===== config.mk =====
export PLATFORM = sky130hd
export DESIGN_NAME = pid_pwm_driver
export DESIGN_NICKNAME = d
export VERILOG_FILES = /design/src/rtl/pid_pkg.sv /design/src/rtl/pwm_counter.sv /design/src/rtl/pid_pwm_driver.sv
export SDC_FILE = /design/constraint.sdc
export NUM_CORES = 1
export LEC_CHECK = 0
export ABC_AREA = 1
export CAP_MARGIN = 30
export CORE_ASPECT_RATIO = 1.1
export CORE_MARGIN = 2
export CORE_UTILIZATION = 55
export DETAILED_ROUTE_END_ITERATION = 12
export PLACE_DENSITY = 0.78
export SLEW_MARGIN = 10
export SYNTH_ARGS = -nofsm -noshare
export SYNTH_HDL_FRONTEND = slang
export SYNTH_SLANG_ARGS = --single-unit

===== constraint.sdc =====
create_clock -name clk -period 11.9 [get_ports clk]
set_input_delay 2.975 -clock clk [delete_from_list [all_inputs] [get_ports clk]]
set_output_delay 2.975 -clock clk [all_outputs]
set_load 0.02 [all_outputs]

===== src/rtl/pid_pkg.sv =====
// pid_pkg: shared widths, register map and saturating add for the pid family
package pid_pkg;

    localparam int D_WIDTH = 16;
    localparam int Q_BITS  = 8;

    localparam int REG_PERIOD = 0;
    localparam int REG_LIM_HI = 1;
    localparam int REG_LIM_LO = 2;
    localparam int REG_LEVEL  = 3;

    // Sum is formed one bit wider so it can never wrap before clamping; hi is applied last so it wins.
    function automatic logic signed [D_WIDTH-1:0] sat_add(
        input logic signed [D_WIDTH-1:0] a,
        input logic signed [D_WIDTH-1:0] b,
        input logic signed [D_WIDTH-1:0] lo,
        input logic signed [D_WIDTH-1:0] hi
    );
        logic signed [D_WIDTH:0] s;
        s = $signed({a[D_WIDTH-1], a}) + $signed({b[D_WIDTH-1], b});
        s = (s < lo) ? D_WIDTH'(lo) : s;
        s = (s > hi) ? D_WIDTH'(hi) : s;
        return s[D_WIDTH-1:0];
    endfunction

endpackage


===== src/rtl/pwm_counter.sv =====
// pwm_counter: period counter, per-period duty latch, compare and period_start pulse
module pwm_counter #(
    parameter int CNT_WIDTH = 12
) (
    input  logic                 clk,
    input  logic                 rst,
    input  logic [CNT_WIDTH-1:0] period,
    input  logic [CNT_WIDTH:0]   duty,
    output logic                 pwm_out,
    output logic                 period_start
);

    logic [CNT_WIDTH-1:0] cnt;
    logic [CNT_WIDTH-1:0] cnt_next;
    logic [CNT_WIDTH:0]   duty_active;
    logic [CNT_WIDTH:0]   duty_next;

    // >= lets a shrinking period write take effect on the very next edge.
    always_comb begin
        cnt_next  = (cnt >= period) ? '0 : cnt + 1'b1;
        duty_next = (cnt_next == '0) ? duty : duty_active;
    end

    always_ff @(posedge clk) begin
        if (rst) begin
            cnt          <= '0;
            duty_active  <= '0;
            pwm_out      <= 1'b0;
            period_start <= 1'b0;
        end else begin
            cnt          <= cnt_next;
            duty_active  <= duty_next;
            pwm_out      <= {1'b0, cnt_next} < duty_next;
            period_start <= cnt_next == '0;
        end
    end

endmodule


===== src/rtl/pid_pwm_driver.sv =====
// pid_pwm_driver: integrates pid deltas into a clamped drive level and renders it as PWM
module pid_pwm_driver
    import pid_pkg::*;
#(
    parameter int D_WIDTH   = pid_pkg::D_WIDTH,
    parameter int CNT_WIDTH = 12
) (
    input  logic               clk,
    input  logic               rst,
    input  logic               write_enable,
    input  logic [D_WIDTH-1:0] reg_addr,
    input  logic [D_WIDTH-1:0] reg_data,
    input  logic [D_WIDTH-1:0] in,
    input  logic               in_valid,
    output logic [D_WIDTH-1:0] level,
    output logic               pwm_out,
    output logic               period_start
);

    logic [CNT_WIDTH-1:0]    period;
    logic [D_WIDTH-1:0]      lim_hi;
    logic [D_WIDTH-1:0]      lim_lo;
    logic signed [D_WIDTH:0] lvl_x;
    logic signed [D_WIDTH:0] top_x;
    logic [CNT_WIDTH:0]      duty;

    wire wr_period = !write_enable && reg_addr == D_WIDTH'(REG_PERIOD);
    wire wr_lim_hi = !write_enable && reg_addr == D_WIDTH'(REG_LIM_HI);
    wire wr_lim_lo = !write_enable && reg_addr == D_WIDTH'(REG_LIM_LO);
    wire wr_level  = !write_enable && reg_addr == D_WIDTH'(REG_LEVEL);

    always_ff @(posedge clk) begin
        if (rst) begin
            period <= '1;
            lim_hi <= {1'b0, {(D_WIDTH-1){1'b1}}};
            lim_lo <= {1'b1, {(D_WIDTH-1){1'b0}}};
            level  <= '0;
        end else begin
            if (wr_period) period <= reg_data[CNT_WIDTH-1:0];
            if (wr_lim_hi) lim_hi <= reg_data;
            if (wr_lim_lo) lim_lo <= reg_data;
            // A preset is loaded raw and swallows any beat arriving on the same edge.
            if (wr_level)
                level <= reg_data;
            else if (in_valid)
                level <= sat_add(level, in, lim_lo, lim_hi);
        end
    end

    // Negative levels give 0% and anything beyond period+1 pins at 100%.
    always_comb begin
        lvl_x = $signed({level[D_WIDTH-1], level});
        top_x = $signed({{(D_WIDTH+1-CNT_WIDTH){1'b0}}, period}) + (D_WIDTH+1)'(1);
        duty  = (lvl_x < 0) ? '0 : (lvl_x > top_x) ? top_x[CNT_WIDTH:0] : lvl_x[CNT_WIDTH:0];
    end

    pwm_counter #(.CNT_WIDTH(CNT_WIDTH)) u_pwm (
        .clk          (clk),
        .rst          (rst),
        .period       (period),
        .duty         (duty),
        .pwm_out      (pwm_out),
        .period_start (period_start)
    );

endmodule


**Word level (Yosys, flattened, before mapping)**

Cells that the tools add are included.

- Memories kept: 0
- Input port bits: 52
- Bits in latches: 0
- RAM bits: 0
- Memory bits (read-only): 0
- Output and inout port bits: 18
- Bits in registers: 87

- Bitwise gates (word level): 0
- Mux-type cells: 8
- Shift operators: 0
- Order comparisons: 6
- Equality and inequality tests: 3
- Multiply operators: 0
- Div/mod/pow operators: 0
- Reductions and logical operators: 8
- Add/subtract/negate cells: 3

Operators with widths:

| cell | count |
|---|---|
| 2-to-1 mux 16 bit | 3 |
| 2-to-1 mux 13 bit | 3 |
| == test 16 x 2 -> 1 bit (second input constant) | 2 |
| adder 16 x 16 -> 17 bit | 1 |
| greater-than comparator 17 x 16 -> 1 bit | 1 |
| less-than comparator 17 x 16 -> 1 bit | 1 |
| 2-to-1 mux 17 bit | 1 |
| == test 16 x 1 -> 1 bit (second input constant) | 1 |
| greater-than comparator 16 x 14 -> 1 bit | 1 |
| zero test 16 bit | 1 |
| less-than comparator 16 x 1 -> 1 bit (second input constant) | 1 |
| adder 12 x 1 -> 13 bit (second input constant) | 1 |
| less-than comparator 12 x 13 -> 1 bit | 1 |
| adder 12 x 1 -> 12 bit (second input constant) | 1 |
| greater-or-equal comparator 12 bit | 1 |
| zero test 12 bit | 1 |
| 2-to-1 mux 12 bit | 1 |
| logical AND 1 bit | 4 |
| nonzero test 2 bit | 1 |
| zero test 1 bit | 1 |

**Depth between registers and ports, before layout**

Gate-level depths: netlist of the first run.

- Word-level depth: 7
- Depth in mapped cells: 38
- Depth with buffers taken out: 36

**Hierarchy**

From an unflattened synthesis of the first run, not the netlist that was laid out.

- Cell total of the unflattened synthesis: 1176
- Area, all modules: 7734.9 um^2

Modules (own cells, without submodules):

| module | area each (um^2) | seq. area each (um^2) | cells each | times used |
|---|---|---|---|---|
| pid_pwm_driver | 5629.1 | 1201.2 | 891 | 1 |
| pwm_counter | 2105.8 | 540.5 | 285 | 1 |

**Least setup slack after synthesis of the first run**

No wires, ideal clock.

- Kind: input port to flip-flop
- From: input port in[0]
- To: register level[13]
- Stages: 32
- Setup time: 0.136 ns
- Path slack: 4.501 ns
- Required time: 11.764 ns
- Arrival time: 7.263 ns
- Path buffers: 2
- Cell sequence: ha_1 -> inv_1 -> fa_1 -> inv_1 -> nand3_1 -> nand2_1 -> a21boi_1 -> o21ai_0 -> nand2_1 -> a22o_1 -> ha_1 -> nand4_1 -> nor2_1 -> o2111ai_1 -> nand3_1 -> nand2_1 -> nand2_1 -> inv_2 -> buf_4 -> o21ai_0 -> inv_1 -> ha_1 -> nand4_1 -> nor3_1 -> nand4_1 -> nand3_1 -> o21ai_0 -> o21ai_1 -> buf_2 -> nand3_1 -> a21oi_1 -> nor2_1

- Cells in the longest elaborated chain, start to end: 7

Ends and longest elaborated chain:

| element | RTL line | RTL |
|---|---|---|
| from (decl) | pid_pwm_driver.sv:13 | `input logic [D_WIDTH-1:0] in,` |
| adder 16 x 16 -> 17 bit * | pid_pkg.sv:20 | `s = $signed({a[D_WIDTH-1], a}) + $signed({b[D_WIDTH-1], b});` |
| less-than comparator 17 x 16 -> 1 bit | pid_pkg.sv:21 | `s = (s < lo) ? D_WIDTH'(lo) : s;` |
| 2-to-1 mux 17 bit * | pid_pkg.sv:21 |  |
| greater-than comparator 17 x 16 -> 1 bit | pid_pkg.sv:22 | `s = (s > hi) ? D_WIDTH'(hi) : s;` |
| 2-to-1 mux 16 bit * | pid_pkg.sv:22 |  |
| 2-to-1 mux 16 bit * | pid_pwm_driver.sv:45 | `else if (in_valid)` |
| 2-to-1 mux 16 bit * | pid_pwm_driver.sv:43 | `if (wr_level)` |
| to (signal assigned) | pid_pwm_driver.sv:44 | `level <= reg_data;` |
| to (signal assigned) | pid_pwm_driver.sv:46 | `level <= sat_add(level, in, lim_lo, lim_hi);` |
| to (decl) | pid_pwm_driver.sv:15 | `output logic [D_WIDTH-1:0] level,` |

Mark *: on every way between the ends. The rest lies on a longest branch, timed or not. The select of a mux whose other input is x is not followed.
A chain may end at the register's enable or synchronous reset.

**Worst setup path after layout of the first run**

- From: input port in[0]
- To: register level[1]

Same word-level chain as after synthesis.

==> results of run 1 <==
[critical path, delay by kind of cell]
family	cells	cell delay [ns]
fa+ha+maj	4	1.22
simple gates	16	2.10
buf+inv	5	1.08
compound gates	9	1.54
[registers in the layout, summed over array words and instances, names as in the netlist]
signal              flops
u_pwm.period_start      1
u_pwm.cnt              12
u_pwm.duty_active      13
u_pwm.pwm_out           1
level                  16
period                 12
lim_lo                 16
lim_hi                 16
[worst paths after layout]
path                      startpoint                       to  cells past startpoint
max                            in[0]    level[1]$_SDFFE_PP0P_                     34
min          lim_lo[15]$_SDFFE_PP1P_  lim_lo[15]$_SDFFE_PP1P_                      2
max reg2reg    level[1]$_SDFFE_PP0P_    level[1]$_SDFFE_PP0P_                     32
min reg2reg  lim_lo[15]$_SDFFE_PP1P_  lim_lo[15]$_SDFFE_PP1P_                      2
[area by class of cell]
type,count,share of cell area
clock buffers,14,0.0344
inverters,184,0.0837
multi-input cells,752,0.556
flip-flops and latches,87,0.211
well taps,157,0.0238
repair buffers,74,0.0909
[cells by family after synthesis]
kind of cell,Yosys count,share of synthesized area
AOI/OAI and AO/OA,216,0.189
xor gates and xnor gates,23,0.0281
adders and majority gates,88,0.155
DFF,87,0.243
buffers and inverters,214,0.117
and+or+nand+nor,425,0.268
[Yosys cell counts, types with 3 or more instances]
library cell and n:
sky130_fd_sc_hd__a21o_1 3, sky130_fd_sc_hd__a21oi_1 99, sky130_fd_sc_hd__a31oi_4 10, sky130_fd_sc_hd__buf_2 6, sky130_fd_sc_hd__clkbuf_1 20, sky130_fd_sc_hd__dfxtp_1 87
sky130_fd_sc_hd__ha_1 87, sky130_fd_sc_hd__inv_1 179, sky130_fd_sc_hd__inv_2 4, sky130_fd_sc_hd__nand2_1 218, sky130_fd_sc_hd__nand2_2 5, sky130_fd_sc_hd__nand3_1 69
sky130_fd_sc_hd__nand4_1 19, sky130_fd_sc_hd__nor2_1 58, sky130_fd_sc_hd__nor2_2 11, sky130_fd_sc_hd__nor2_4 3, sky130_fd_sc_hd__nor3_1 17, sky130_fd_sc_hd__nor4_1 3
sky130_fd_sc_hd__o2111ai_1 3, sky130_fd_sc_hd__o211ai_1 15, sky130_fd_sc_hd__o21ai_0 56, sky130_fd_sc_hd__o21ai_1 5, sky130_fd_sc_hd__o22ai_1 13, sky130_fd_sc_hd__or2_2 13
sky130_fd_sc_hd__xnor2_1 4, sky130_fd_sc_hd__xor2_1 19
[power groups by stage]
| stage | Combinational [mW] | Clock, mW | Sequential (mW) |
|---|---|---|---|
| global route | 1.05 | 0.291 | 0.360 |
| CTS | 0.931 | 0.280 | 0.356 |
| finish | 0.939 | 0.276 | 0.357 |
| floorplan | 0.656 | 0 | 0.369 |
| global placement | 0.894 | 0 | 0.363 |
| detailed placement | 0.921 | 0 | 0.363 |
[layer usage]
metal | global-route usage | share of wire | vias to the layer above
met1 | 0.335 | 0.41 | 3219
li1 | - | - | 3586
met3 | 0.0487 | 0.050 | 72
met2 | 0.531 | 0.48 | 209
met4 | 0.168 | 0.054 | 0
met5 | 0 | 0 | -
[stage by stage]
step           utilization  power [mW]  std cells  worst slack (ns)
2_1_floorplan            -        1.03       1053              4.50
3_3_place_gp         0.624        1.26       1252              2.59
3_5_place_dp         0.626        1.28       1253              2.88
4_1_cts              0.648        1.57       1267              3.22
5_1_grt              0.650        1.70       1268              2.54
6_report             0.650        1.57       1268              3.15
==> results summary, run 1 <==
The number of DRC violations after detailed routing is 2. The final reports fail on design-rule violations. The achievable frequency came out at 114 MHz. The worst hold path belongs to the class flop to flop.

The number of antenna violations at the first check in global routing is 0. From left edge to right edge, the die measures 113 µm. Across the whole layout, storage elements account for 1740 µm². Counting every net in the synthesized netlist gives 1193.

For this run, the leading register cell type out of synthesis is sky130_fd_sc_hd__dfxtp_1. Summed over all failing endpoints, the final setup total negative slack is 0 ns. The largest single stage delay on the critical path is 0.46 ns. Leaving out fill and tap cells, the most frequent cells in the layout are sky130_fd_sc_hd__nand2_1, sky130_fd_sc_hd__inv_1, sky130_fd_sc_hd__a21oi_1. In this run the core area contains 43 standard-cell rows.

The detailed-routing iteration count for the pre-antenna-repair pass came out at 12. Setup repair after global routing left no endpoint under its margin. The fraction of the cycle the final worst path needs is 0.735. Global routing finished with a remaining overflow of 0. The detail-routed via count per cell is 5.59. Summing all multi-input logic gate instances after layout gives 4590 µm². The clock tree from TritonCTS is built.

The max-slew violation total from the final report was 0. The type of the worst setup path is input pin to flop. The number of clock buffers inserted by TritonCTS is 9. The final clock skew came out at 0.00709 ns.

The average detailed-routed wire length per instance is 15.9 µm. The vertical extent of the die came out at 124 µm. Among all stages on the critical path, the largest delay is contributed by sky130_fd_sc_hd__clkdlybuf4s50_1. The kind of start point of the critical path is an input pin. Yosys mapped a number of flops with a built-in enable equal to 0. Dividing total power by cell area gives a power density of 190 nW/µm². The maximum net fanout on the critical path came out at 24.

The maximum buffer depth of the clock tree came out at 2. The number of instances resized during post-cts repair is 0. The tool flagged a number of max-cap violations equal to 0.

Of the total power, registers draw 0.227. The combinational share of power came out at 0.598. The residual antenna-violating net count after detailed routing came out at 0. Internal power comes to 0.824 mW. The flow ran to the end, but the final reports show violations. The data arrival time at the worst-slack endpoint is 8.95 ns. The synthesized design contains 87 register bits. After technology mapping, the gate count stands at 1053. For the worst-skew pair, the clock arrives at the later sink with an insertion delay of 0.35 ns. Leaving out fill and tap cells, the most frequent cell in the layout is sky130_fd_sc_hd__nand2_1. The reg-to-reg setup timing slack is 5.81 ns. The sequential share of the synthesized area came out at 0.243. After clock tree synthesis, the clock-pin slew on the worst setup and hold paths is 0.06 ns.

The fraction of power consumed by the clock network is 0.175. Counting flops with an async set or reset pin after synthesis yields a share of 0. The number of antenna repair diodes came out at 0. Of the post-synthesis cell area, the dominant cell type holds 0.243. The synthesized area divided by synthesized cell count is 6.81 µm².

In this run the cell area of the synthesized design comes to 7170 µm². The cell at the root of the clock tree is sky130_fd_sc_hd__clkbuf_16. The die area is 14000 µm². The number of nets in the finished design is 1248. The post-CTS repair timing setup buffer count came out at 0. Summing over every cut layer, the via total after detailed routing is 7086. After synthesis, the cell types taking the most area are sky130_fd_sc_hd__dfxtp_1, sky130_fd_sc_hd__ha_1, sky130_fd_sc_hd__nand2_1. Wires add up to 20.2 mm. The static leakage is 4.38 nW. Of the total power, the share spent switching nets is 0.476. The port buffer count is 69.

Entering global routing, the biggest net connects 56 pins. The number of global-route vias before repair is 6921. The post-route cell area is 8260 µm². The total I/O pin count is 70.

The number of filler cells placed in the layout is 1126. For this configuration, the core starts out at a cell density of 0.565. The required time of the critical path came out at 12.10 ns. Counting distinct cell types in the post-synthesis netlist gives 49. After detailed placement, the total cell area comes to 7940 µm². Of all cell types, the one taking the most synthesized area is sky130_fd_sc_hd__dfxtp_1. The DRC marker count from the first detailed-route iteration came out at 376. The share of layout cells above drive strength 1 came out at 0.0693. The total half-perimeter wirelength after legalization and detailed placement is 15.8 mm. The post-cts hold buffer count is 0.

The post-layout minimum cycle time is 8.75 ns. The final number of hold-violating endpoints is 0. Headroom to the max-slew limit came out at 0.509. The synthesis warning total came out at 0.

The core outline area came out at 12700 µm². The minimum hold slack is 0.462 ns. The final-report setup violation count is 0.

The worst setup path is captured at a flop. The critical path's most frequent cell is sky130_fd_sc_hd__nand2_1. The placer congestion estimate came out at 0.924. The global-route wire length before repair came out at 32.5 mm. The net switching power of the design came out at 0.749 mW. The clock net sink count came out at 87. The measured slew at the worst slew-check pin is 0.735 ns. The signed area change from the synthesized netlist to the final layout came out at 15.1%. IR analysis of the VDD net gives a maximum drop of 102 µV. In the global route stage, overall resource usage came out at 0.296. The number of H-tree levels is 3.
Power figures use the tool's default switching activity.
==> run 2: changes to the inputs <==
Settings changed: CORE_UTILIZATION 55 to 53, PLACE_DENSITY 0.78 to 0.79.
Clock period 11.9 ns to 7.3 ns, I/O delays scaled along.
==> results summary, run 2 (synthesis results as in run 1) <==
The flow ran to the end, and the final reports show no timing, DRC or antenna violations. After clock tree synthesis, the clock-pin slew on the worst setup and hold paths is 0.06 ns. The net switching power of the design came out at 1.25 mW.

The final number of hold-violating endpoints came out at 0. The worst slack after detailed placement came out at -0.0601 ns. The pin count of the biggest net entering global routing came out at 56.

The number of DRC violations after detailed routing came out at 0. The vertical extent of the die came out at 126 µm. The max-slew violation total from the final report came out at 0. The port buffer count came out at 69. The power density relative to cell area is 318 nW/µm². The final clock skew is 0.00873 ns. The final-layout setup total negative slack came out at 0 ns. No sink is reached through more buffers than the 2 on the longest clock path. The sequential power share came out at 0.221. The initial core utilization is 0.543.

The post-cts hold buffer count came out at 0. The worst setup path is launched from an input pin. After detailed routing, the number of vias per cell comes to 5.48. Max-cap violations in this run came to 0. The combinational share of power is 0.593. The total placed cells including tap cells came out at 1260. The number of H-tree levels came out at 3. The total I/O pin count is 70.

The number of antenna violations at the first check in global routing is 0. The final cell count without fillers is 1276. The signed area change from the synthesized netlist to the final layout came out at 16.1%. STA classifies the critical path endpoint as a flop.

The worst slew margin relative to its limit is 0.529. The library cells used most frequently in the layout, excluding fill and tap cells, are sky130_fd_sc_hd__nand2_1, sky130_fd_sc_hd__inv_1, sky130_fd_sc_hd__a21oi_1. The final-report setup violation count is 0.

The number of instances resized during post-cts repair came out at 0. The largest registers in the layout are level: 16 flops, lim_hi: 16 flops, lim_lo: 16 flops. In this run the remaining antenna-violating nets after routing total 0. The measured slew at the worst slew-check pin is 0.706 ns. The design internal power came out at 1.40 mW. The data arrival time at the worst-slack endpoint came out at 7.11 ns. The switching fraction of total power is 0.472. The routed via count is 6987. The placer congestion estimate came out at 0.973. The die area is 14500 µm².

The static leakage is 4.40 nW. The total routed wirelength is 20.2 mm. Counting stages on the worst path, the most repeated cell is sky130_fd_sc_hd__nand2_1.

TritonCTS built the clock tree. The critical path's largest stage delay is 0.48 ns. The detailed-routing iteration count for the pre-antenna-repair pass came out at 5. The min-delay analysis places its worst path in the category flop to flop. The fraction of the cycle the final worst path needs came out at 0.946. STA puts the critical path data required time at 7.51 ns. Of all nets on the critical path, the largest fanout is 32. The worst vdd rail ir drop came out at 147 µV. The fraction of power consumed by the clock network came out at 0.186. The average detailed-routed wire length per instance came out at 15.8 µm.

Across every metal layer, demand over resource in global routing totals 0.286. For this design, the slowest cell found on the critical path is sky130_fd_sc_hd__clkdlybuf4s50_1. The post-CTS repair timing setup buffer count is 0.

The worst setup path is of the input pin to flop kind. The die width came out at 115 µm. The setup slack of the critical path after layout came out at 0.394 ns. The number of clock buffers inserted by TritonCTS came out at 9.

The number of antenna repair diodes is 0. The library cell used most frequently in the layout, excluding fill and tap cells, is sky130_fd_sc_hd__nand2_1. In the final layout, the share of cells above drive strength 1 is 0.0726. The number of placement rows is 44.

The aggregate global routing overflow is 0. After layout, the minimum clock period comes to 6.91 ns. The DRC marker count from the first detailed-route iteration is 475. The clock net in this run drives a total of 87 sinks. The core outline area came out at 13200 µm². The achievable frequency came out at 145 MHz. The global-route wire length before repair came out at 32.7 mm. The total half-perimeter wirelength after legalization and detailed placement is 15.8 mm. The number of nets in the finished design is 1250. The number of global-route vias before repair is 6699. The worst-skew pair later-pin latency came out at 0.35 ns. The cell at the root of the clock tree is sky130_fd_sc_hd__clkbuf_16. The number of filler cells placed in the layout came out at 1183.
run 2: cell types whose count changed in the layout (fill, tap and decap cells not counted), sizes merged:
cell / delta
buf: +2
clkinv: +1
bufinv: +1
clkinvlp: +1
inv: -1
run 2: area by class of cell:
| type | instances | area, µm² | area share |
|---|---|---|---|
| clock buffer | 14 | 274 | 0.0329 |
| clock inverter | 2 | 37.5 | 0.00451 |
| inverter | 184 | 696 | 0.0836 |
| multi-input combinational | 752 | 4600 | 0.552 |
| sequential | 87 | 1740 | 0.209 |
| tap | 161 | 201 | 0.0242 |
| timing repair buffer | 76 | 778 | 0.0935 |
run 2: per-stage QoR:
| stage | power [mW] | area [µm²] | util | hold WS (ns) |
|---|---|---|---|---|
| 6_report | 2.64 | 8330 | 0.630 | 0.463 |
| 5_1_grt | 2.86 | 8330 | 0.630 | 0.506 |
| 4_1_cts | 2.63 | 8310 | 0.629 | 0.463 |
| 3_5_place_dp | 2.12 | 8000 | 0.605 | 0.446 |
| 3_3_place_gp | 2.10 | 7960 | 0.602 | 0.442 |
| 2_1_floorplan | 1.67 | 7170 | - | 0.429 |
run 2: critical path: cells and delay by family:
kind,cells,cell delay (ns)
buffers and inverters,5,0.96
and+or+nand+nor,15,1.81
adders and majority gates,4,1.24
AOI/OAI and AO/OA,9,1.26
run 2: power groups by stage:
stage | Combinational (mW) | Sequential (mW) | Clock (mW)
floorplan | 1.07 | 0.602 | 0
global placement | 1.51 | 0.594 | 0
detailed placement | 1.53 | 0.595 | 0
CTS | 1.55 | 0.585 | 0.499
global route | 1.74 | 0.591 | 0.522
finish | 1.57 | 0.585 | 0.492
run 2: final timing paths:
path,startpoint,to,slack (ns),cells past startpoint
setup / recovery,in[0],level[14]$_SDFFE_PP0P_,0.39,33
hold reg to reg,lim_lo[15]$_SDFFE_PP1P_,lim_lo[15]$_SDFFE_PP1P_,0.46,2
setup reg to reg,level[0]$_SDFFE_PP0P_,level[14]$_SDFFE_PP0P_,1.94,32
hold / removal,lim_lo[15]$_SDFFE_PP1P_,lim_lo[15]$_SDFFE_PP1P_,0.46,2
run 2: per-layer routing:
layer | track usage | part of all wire
met5 | 0 | 0
met4 | 0.126 | 0.038
met2 | 0.502 | 0.50
met3 | 0.0414 | 0.043
met1 | 0.342 | 0.42
==> run 3: changes to the inputs <==
Settings changed: CELL_PAD_IN_SITES_DETAIL_PLACEMENT from default to 1, CELL_PAD_IN_SITES_GLOBAL_PLACEMENT from default to 1, CORE_UTILIZATION 53 to 38, SETUP_SLACK_MARGIN from default to 0.05.
==> results summary, run 3 (synthesis results as in run 1) <==
The final-layout setup total negative slack came out at 0 ns. Measured against its own limit, the worst slew margin works out to 0.502. The aggregate global routing overflow is 0. The cell with the biggest individual delay on the critical path is sky130_fd_sc_hd__clkdlybuf4s50_1. The detailed-routing iteration count for the pre-antenna-repair pass came out at 4. Entering global routing, the biggest net connects 55 pins. The library cells used most frequently in the layout, excluding fill and tap cells, are sky130_fd_sc_hd__nand2_1, sky130_fd_sc_hd__inv_1, sky130_fd_sc_hd__a21oi_1.

The maximum net fanout on the critical path is 22. Setup repair after global routing left no endpoint under its margin. The number of global-route vias before repair is 7521. The post-layout minimum cycle time came out at 6.74 ns. The clock slew at the register clock pins of the worst setup and hold paths came out at 0.07 ns. The number of placement rows came out at 52. The static leakage came out at 4.41 nW.

In this run the cell area measured after placement is 8090 µm². The global-route wire length before repair is 40.1 mm. The setup path with the least slack is of type input pin to flop. The achievable frequency is 148 MHz. Dividing the detail-routed wire length by the instance count gives 18.2 µm. The maximum buffer depth of the clock tree came out at 2. Summed over all nets, the switching power comes to 1.33 mW. The reported max-cap violation count came out at 0. The data arrival time at the worst-slack endpoint is 6.95 ns. The number of antenna violations at the first check in global routing is 0.

Of the cells placed in the final design, the portion with a size suffix greater than 1 is 0.0815. The minimum hold slack is 0.495 ns. The total routed wirelength is 24.8 mm.

The number of DRC violations after detailed routing is 0. The max-slew violation total from the final report was 0. The worst-skew pair later-pin latency is 0.37 ns. The routed via count came out at 7127. The die is 135 µm wide. The sequential power share is 0.215. The required time of the critical path came out at 7.50 ns.

The endpoint class of the critical path is a flop. The detail-routed via count per cell is 5.24. The worst vdd rail ir drop is 222 µV. The flow ran to the end, and the final reports show no timing, DRC or antenna violations. The post-CTS repair timing setup buffer count is 0. The power density relative to cell area is 327 nW/µm². The number of nets in the finished design is 1252. For the final database, setup skew stands at 0.00991 ns.

The largest registers in the layout are level: 16 flops, lim_hi: 16 flops, lim_lo: 16 flops. The critical path's most frequent cell is sky130_fd_sc_hd__nand2_1. Relative to the synthesized area, the layout overhead comes to 17.9%.

The core outline area came out at 18500 µm². The design internal power is 1.43 mW. The final standard cell utilization of the core is 0.458. The fraction of power consumed by the clock network came out at 0.190. TritonCTS built the clock tree. The final number of hold-violating endpoints is 0. Of the total power, the share spent switching nets is 0.482. The H-tree was split into 3 levels. The placer congestion estimate is 0.932. The share of total power dissipated in combinational logic is 0.595. The total I/O pin count is 70. For this run, the total global-route usage over all layers was measured as 0.259. CTS placed an instance of sky130_fd_sc_hd__clkbuf_16 at the clock tree root.

The most common cell after layout, fill and taps aside is sky130_fd_sc_hd__nand2_1. Of the available clock period, the critical path in the final layout requires 0.924. The die area is 20000 µm². The vertical extent of the die is 148 µm. The tree built by TritonCTS fans out to 87 sinks. The class of the most critical hold timing path is flop to flop. The initial utilization of the core area, before any placement, comes to 0.388. The number of clock buffers inserted by TritonCTS is 9. The measured slew at the worst slew-check pin is 0.746 ns. The critical path's largest stage delay came out at 0.46 ns. The post-route cell area came out at 8460 µm². The post-layout total power came out at 2.76 mW. The number of antenna diodes in the final layout is 0.

In this run the remaining antenna-violating nets after routing total 0. The total half-perimeter wirelength after legalization and detailed placement is 19.5 mm. The final-report setup violation count came out at 0. The port buffer count is 69. The DRC marker count from the first detailed-route iteration is 270. The worst setup path is launched from an input pin.
## run 3: layout make-up
cell class,count,area [µm²]
Fill cell,2415,10000
Multi-Input combinational cell,752,4620
Clock buffer,10,229
Timing Repair Buffer,78,769
Sequential cell,87,1740
Inverter,184,696
Tap cell,243,304
Clock inverter,6,93.8
## run 3: power groups by stage
| stage | Sequential, mW | Clock [mW] | Combinational [mW] |
|---|---|---|---|
| floorplan | 0.602 | 0 | 1.07 |
| finish | 0.593 | 0.525 | 1.65 |
| global placement | 0.602 | 0 | 1.58 |
| CTS | 0.593 | 0.537 | 1.63 |
| detailed placement | 0.604 | 0 | 1.60 |
| global route | 0.595 | 0.555 | 1.84 |
## run 3: through the flow
stage,worst slack (ns),std cells
finish,0.557,1360
global placement,-0.171,1344
detailed placement,-0.263,1344
global route,0.0470,1360
floorplan,1.05,1053
CTS,0.139,1360
## run 3: timing repair
item,in CTS,in global routing
hold buffers,0,0
pin swaps,0,3
resized for setup,2,12
endpoints found under the setup margin,2,16
## run 3: per-layer routing
| metal | up-vias | track usage | wire length (µm) |
|---|---|---|---|
| li1 | 3583 | - | - |
| met1 | 3434 | 0.308 | 10800 |
| met2 | 81 | 0.481 | 13000 |
| met3 | 29 | 0.0389 | 529 |
| met4 | 0 | 0.0688 | 492 |
| met5 | - | 0 | 0 |
## run 3: path summary, 6_finish.rpt
path                            end                   start  slack [ns]  cells past startpoint
max           level[3]$_SDFFE_PP0P_                   in[0]        0.56                     35
min          lim_lo[8]$_SDFFE_PP0P_  lim_lo[8]$_SDFFE_PP0P_        0.50                      2
max reg2reg   level[3]$_SDFFE_PP0P_   level[1]$_SDFFE_PP0P_        1.95                     33
min reg2reg  lim_lo[8]$_SDFFE_PP0P_  lim_lo[8]$_SDFFE_PP0P_        0.50                      2
## run 3: worst max-delay path, delay by kind of cell
family / cells / cell delay (ns)
adder cells (fa/ha/maj): 4 / 0.99
buffers and inverters: 6 / 1.00
AND/OR/NAND/NOR: 16 / 1.76
AO/OA/AOI/OAI: 8 / 1.06
XOR/XNOR: 1 / 0.28
